### src/rtl/session_ctrl.sv
// Card session controller: card insertion, PIN check with limited tries, menu/exec handshake, eject/retain.
// Define SESSION_RETAIN_EN to swallow the card after MAX_TRIES wrong PINs; otherwise the card is ejected.
module session_ctrl #(
    parameter int PIN_W     = 16,
    parameter int MAX_TRIES = 3
) (
    input  logic             clk,
    input  logic             rst,
    input  logic             card_in,
    input  logic             pin_valid,
    input  logic [PIN_W-1:0] pin_in,
    input  logic [PIN_W-1:0] stored_pin,
    input  logic             op_valid,
    input  logic [1:0]       op_code,
    input  logic             op_done,
    input  logic             timeout,
    output logic             timer_run,
    output logic             timer_clr,
    output logic             op_go,
    output logic [1:0]       op_sel,
    output logic             card_eject,
    output logic             card_retain,
    output logic             pin_err,
    output logic [2:0]       state_o
);

    localparam int TRY_W = $clog2(MAX_TRIES + 1);

    typedef enum logic [2:0] {
        IDLE   = 3'd0,
        PIN    = 3'd1,
        MENU   = 3'd2,
        EXEC   = 3'd3,
        EJECT  = 3'd4,
        RETAIN = 3'd5
    } state_t;

    state_t           state_q, state_d;
    logic [TRY_W-1:0] tries_q, tries_d, tries_inc;
    logic [1:0]       op_sel_q, op_sel_d;
    logic             timer_run_q, timer_run_d;
    logic             timer_clr_q, timer_clr_d;
    logic             op_go_q, op_go_d;
    logic             card_eject_q, card_eject_d;
    logic             card_retain_q, card_retain_d;
    logic             pin_err_q, pin_err_d;

    // Saturating increment: the counter can never wrap past MAX_TRIES.
    assign tries_inc = (tries_q == TRY_W'(MAX_TRIES)) ? tries_q : tries_q + TRY_W'(1);

    always_comb begin
        state_d       = state_q;
        tries_d       = tries_q;
        op_sel_d      = op_sel_q;
        timer_clr_d   = 1'b0;
        op_go_d       = 1'b0;
        card_eject_d  = 1'b0;
        card_retain_d = 1'b0;
        pin_err_d     = 1'b0;
        case (state_q)
            IDLE: begin
                if (card_in) begin
                    state_d     = PIN;
                    tries_d     = '0;
                    timer_clr_d = 1'b1;
                end
            end
            PIN: begin
                if (!card_in) begin
                    state_d = IDLE;
                end else if (timeout) begin
                    state_d      = EJECT;
                    card_eject_d = 1'b1;
                end else if (pin_valid) begin
                    timer_clr_d = 1'b1;
                    if (pin_in == stored_pin) begin
                        state_d = MENU;
                    end else begin
                        pin_err_d = 1'b1;
                        tries_d   = tries_inc;
                        if (tries_inc == TRY_W'(MAX_TRIES)) begin
`ifdef SESSION_RETAIN_EN
                            state_d       = RETAIN;
                            card_retain_d = 1'b1;
`else
                            state_d      = EJECT;
                            card_eject_d = 1'b1;
`endif
                        end
                    end
                end
            end
            MENU: begin
                if (!card_in) begin
                    state_d = IDLE;
                end else if (timeout) begin
                    state_d      = EJECT;
                    card_eject_d = 1'b1;
                end else if (op_valid) begin
                    if (op_code == 2'd3) begin
                        state_d      = EJECT;
                        card_eject_d = 1'b1;
                    end else begin
                        state_d  = EXEC;
                        op_sel_d = op_code;
                        op_go_d  = 1'b1;
                    end
                end
            end
            EXEC: begin
                if (!card_in) begin
                    state_d = IDLE;
                end else if (op_done) begin
                    state_d     = MENU;
                    timer_clr_d = 1'b1;
                end
            end
            EJECT: begin
                if (!card_in) begin
                    state_d = IDLE;
                end
            end
            RETAIN: begin
                state_d = IDLE;
            end
            default: begin
                state_d = IDLE;
            end
        endcase
        // Timer enable tracks the state being entered so it lines up with state_o.
        timer_run_d = (state_d == PIN) || (state_d == MENU);
    end

    always_ff @(posedge clk) begin
        if (rst) begin
            state_q       <= IDLE;
            tries_q       <= '0;
            op_sel_q      <= 2'd0;
            timer_run_q   <= 1'b0;
            timer_clr_q   <= 1'b0;
            op_go_q       <= 1'b0;
            card_eject_q  <= 1'b0;
            card_retain_q <= 1'b0;
            pin_err_q     <= 1'b0;
        end else begin
            state_q       <= state_d;
            tries_q       <= tries_d;
            op_sel_q      <= op_sel_d;
            timer_run_q   <= timer_run_d;
            timer_clr_q   <= timer_clr_d;
            op_go_q       <= op_go_d;
            card_eject_q  <= card_eject_d;
            card_retain_q <= card_retain_d;
            pin_err_q     <= pin_err_d;
        end
    end

    assign state_o     = state_q;
    assign timer_run   = timer_run_q;
    assign timer_clr   = timer_clr_q;
    assign op_go       = op_go_q;
    assign op_sel      = op_sel_q;
    assign card_eject  = card_eject_q;
    assign card_retain = card_retain_q;
    assign pin_err     = pin_err_q;

endmodule
### config.mk
export PLATFORM = sky130hd
export DESIGN_NAME = session_ctrl
export DESIGN_NICKNAME = d
export VERILOG_FILES = /design/src/rtl/session_ctrl.sv
export SDC_FILE = /design/constraint.sdc
export NUM_CORES = 1
export LEC_CHECK = 0
export ABC_AREA = 1
export BUFFER_PORTS_ARGS = -buffer_cell sky130_fd_sc_hd__buf_2
export CAP_MARGIN = 20
export CORE_MARGIN = 5
export CORE_UTILIZATION = 35
export DETAILED_ROUTE_END_ITERATION = 12
export PLACE_DENSITY = 0.65
export SYNTH_ARGS = -nofsm -noshare
export SYNTH_HDL_FRONTEND = slang
export SYNTH_SLANG_ARGS = --single-unit
### constraint.sdc
create_clock -name clk -period 1.5 [get_ports clk]
set_input_delay 0.075 -clock clk [delete_from_list [all_inputs] [get_ports clk]]
set_output_delay 0.075 -clock clk [all_outputs]
set_load 0.03 [all_outputs]
==> impl_metrics.yaml <==
hold_path:
  hp-class: "primary input to register"
synthesis:
  syn-num-nets: 212
  postSynthRegisterBits: 12
  ys_seq_area_frac: 0.251
  syn_inst: 171
  yosys_warnings: 0
  avgSynthCellArea_um2: 5.59
  synth_area_um2: 956
  synth_cell_type_count: 25
power:
  vdd_drop_max_mv: 0.616
  powerDensity_nw_per_um2: 625
  p_leak_nw: 0.801
timing:
  period_needed_ns: 1.39
  finalSetupTns_ns: 0
  skew_ns: 0.00817
  maxSlewViolCount: 0
  setup_viol: 0
  hold_viol: 0
  max_freq_mhz: 719
  finalCritPeriodShare: 0.927
  rsz0062_at_grt: "true"
placement:
  io_buffers: 50
  hpwl_um: 1960
  place_area_um2: 1240
  gp_congestion: 0.932
setup_path:
  required_ns: 1.68
  setup.worst_path.start_class: "register"
  cp.arrival_ns: 1.57
  critPathMaxFanout: 4
  worstSetupPathType: "register to register"
  critPathCaptureType: "register"
drt:
  wl_per_cell_um: 9.25
  vias: 1117
  drt_iter0_drc: 29
  wirelength_um: 2380
  routed.top_layer: "met4"
  drcViolationCount: 0
  dr_wl_met2_um: 1060
  viasPerCell: 4.35
  antenna_left: 0
  met1_length_um: 1050
  wl_met3_um: 247
  drt_pass1_iterations: 4
global_routing:
  grt_antenna_before_repair: 0
  grt_pass1_vias: 916
  grt_overflow: 0
  grt_pass1_wl_um: 3690
  grt_use_total: 0.114
  grt_max_degree: 8
clocking:
  cts_tree: "yes"
  cts.path.max_buffers: 2
  clock_latency_ns: 0.28
  root_buffer: "clkbuf_4"
  htreeDepth: 1
  hold_buffers: 0
  cts_buffers: 3
  clkTransAtPathRegs_ns: 0.09
  cts.sinks: 12
cells_and_area:
  n_antenna_cell: 0
  design_area_um2: 1310
  layout_common_cells: "nand2_1 (53), buf_2 (50), inv_1 (33), nor2_1 (32)"
  num-nets-final: 268
  final_common_cell: "nand2_1"
  fin_util: 0.488
  syn2layout_area_growth_pct: 37.0
  drive_above_1_share: 0.323
floorplan:
  start_util: 0.356
  die-area_um2: 3880
  fp.dieW_um: 62.3
  core.rowCount: 19
  core_um2: 2690
  io-pin-count: 52
  dieHeight_um: 62.3
run_status:
  status: "finished clean"
job:
  max_cap_violations: 0
per-layer routing:
metal  track usage  up-vias
li1              -      622
met1         0.130      447
met2         0.187       43
met3        0.0559        5
met4        0.0318        0
met5             0        -
through the flow:
stage	cells	setup WS (ns)	power [mW]	hold WS, ns
floorplan	171	0.0316	0.465	0.137
global placement	251	0.0892	0.550	0.324
detailed placement	251	0.0587	0.550	0.324
CTS	255	0.0442	0.827	0.0260
global route	257	-0.0293	0.878	0.0260
finish	257	0.109	0.818	0.0349
path summary, 6_finish.rpt:
check,startpoint,slack (ns),cells past startpoint,end
setup / recovery,state_o[0],0.11,10,timer_run
hold / removal,rst,0.03,2,state_o[1]
setup reg to reg,state_o[0],0.11,10,timer_run
hold reg to reg,tries_q[0],0.46,2,tries_q[1]
what timing repair did:
action	4_1_cts	5_1_grt
resized for setup	0	5
setup buffers	0	2
hold endpoints to repair	0	0
setup endpoints to repair	0	3
where the power goes:
group / total, mW / internal (mW) / switching, mW
logic: 0.216 / 0.0917 / 0.125
registers: 0.331 / 0.326 / 0.00489
clock network: 0.272 / 0.148 / 0.124
total: 0.818 / 0.565 / 0.253
state kept, by name, summed over array words and instances (netlist names):
signal and cells:
timer_run 1, op_go 1, timer_clr 1, pin_err 1, card_eject 1, op_sel 2, tries_q 2, state_o 3
logic make-up after synthesis:
group           synth area share
buf+inv                    0.149
other cells              0.00392
compound gates             0.115
flops                      0.251
simple gates               0.444
xor+xnor                  0.0366
critical path, cell delays in order (launching register included):
cell,delay [ns]
dfxtp_2,0.36
inv_2,0.05
nor3_2,0.13
inv_1,0.07
or2_4,0.25
a21oi_4,0.12
nor2_2,0.05
nand2_2,0.08
nand3_1,0.07
nand2_1,0.07
nor2_1,0.03
cell usage after synthesis:
cell type | instances | area share
nand2_1 | 53 | 0.21
inv_1 | 34 | 0.13
nor2_1 | 32 | 0.13
dfxtp_1 | 12 | 0.25
a21oi_1 | 9 | 0.047
o21ai_0 | 4 | 0.021
xor2_1 | 4 | 0.037
nand3_1 | 3 | 0.016
inv_2 | 2 | 0.0079
nand2_2 | 2 | 0.013
nand3_2 | 2 | 0.021
a21oi_4 | 1 | 0.017
a221oi_1 | 1 | 0.0092
a31oi_1 | 1 | 0.0065
buf_4 | 1 | 0.0079
conb_1 | 1 | 0.0039
nand4_1 | 1 | 0.0065
nor2_2 | 1 | 0.0065
nor3_2 | 1 | 0.010
nor3b_1 | 1 | 0.0079
nor4_1 | 1 | 0.0065
nor4_2 | 1 | 0.013
o21ai_1 | 1 | 0.0052
o21ai_2 | 1 | 0.0092
or2_4 | 1 | 0.0092
cell type report:
cell class	instances	area [um2]
fillers	299	1380
well taps	31	38.8
clock buffers	4	36.3
multi-input cells	122	588
inverters	36	135
flip-flops and latches	12	246
repair buffers	52	265
(Power assumes the default switching activity.)
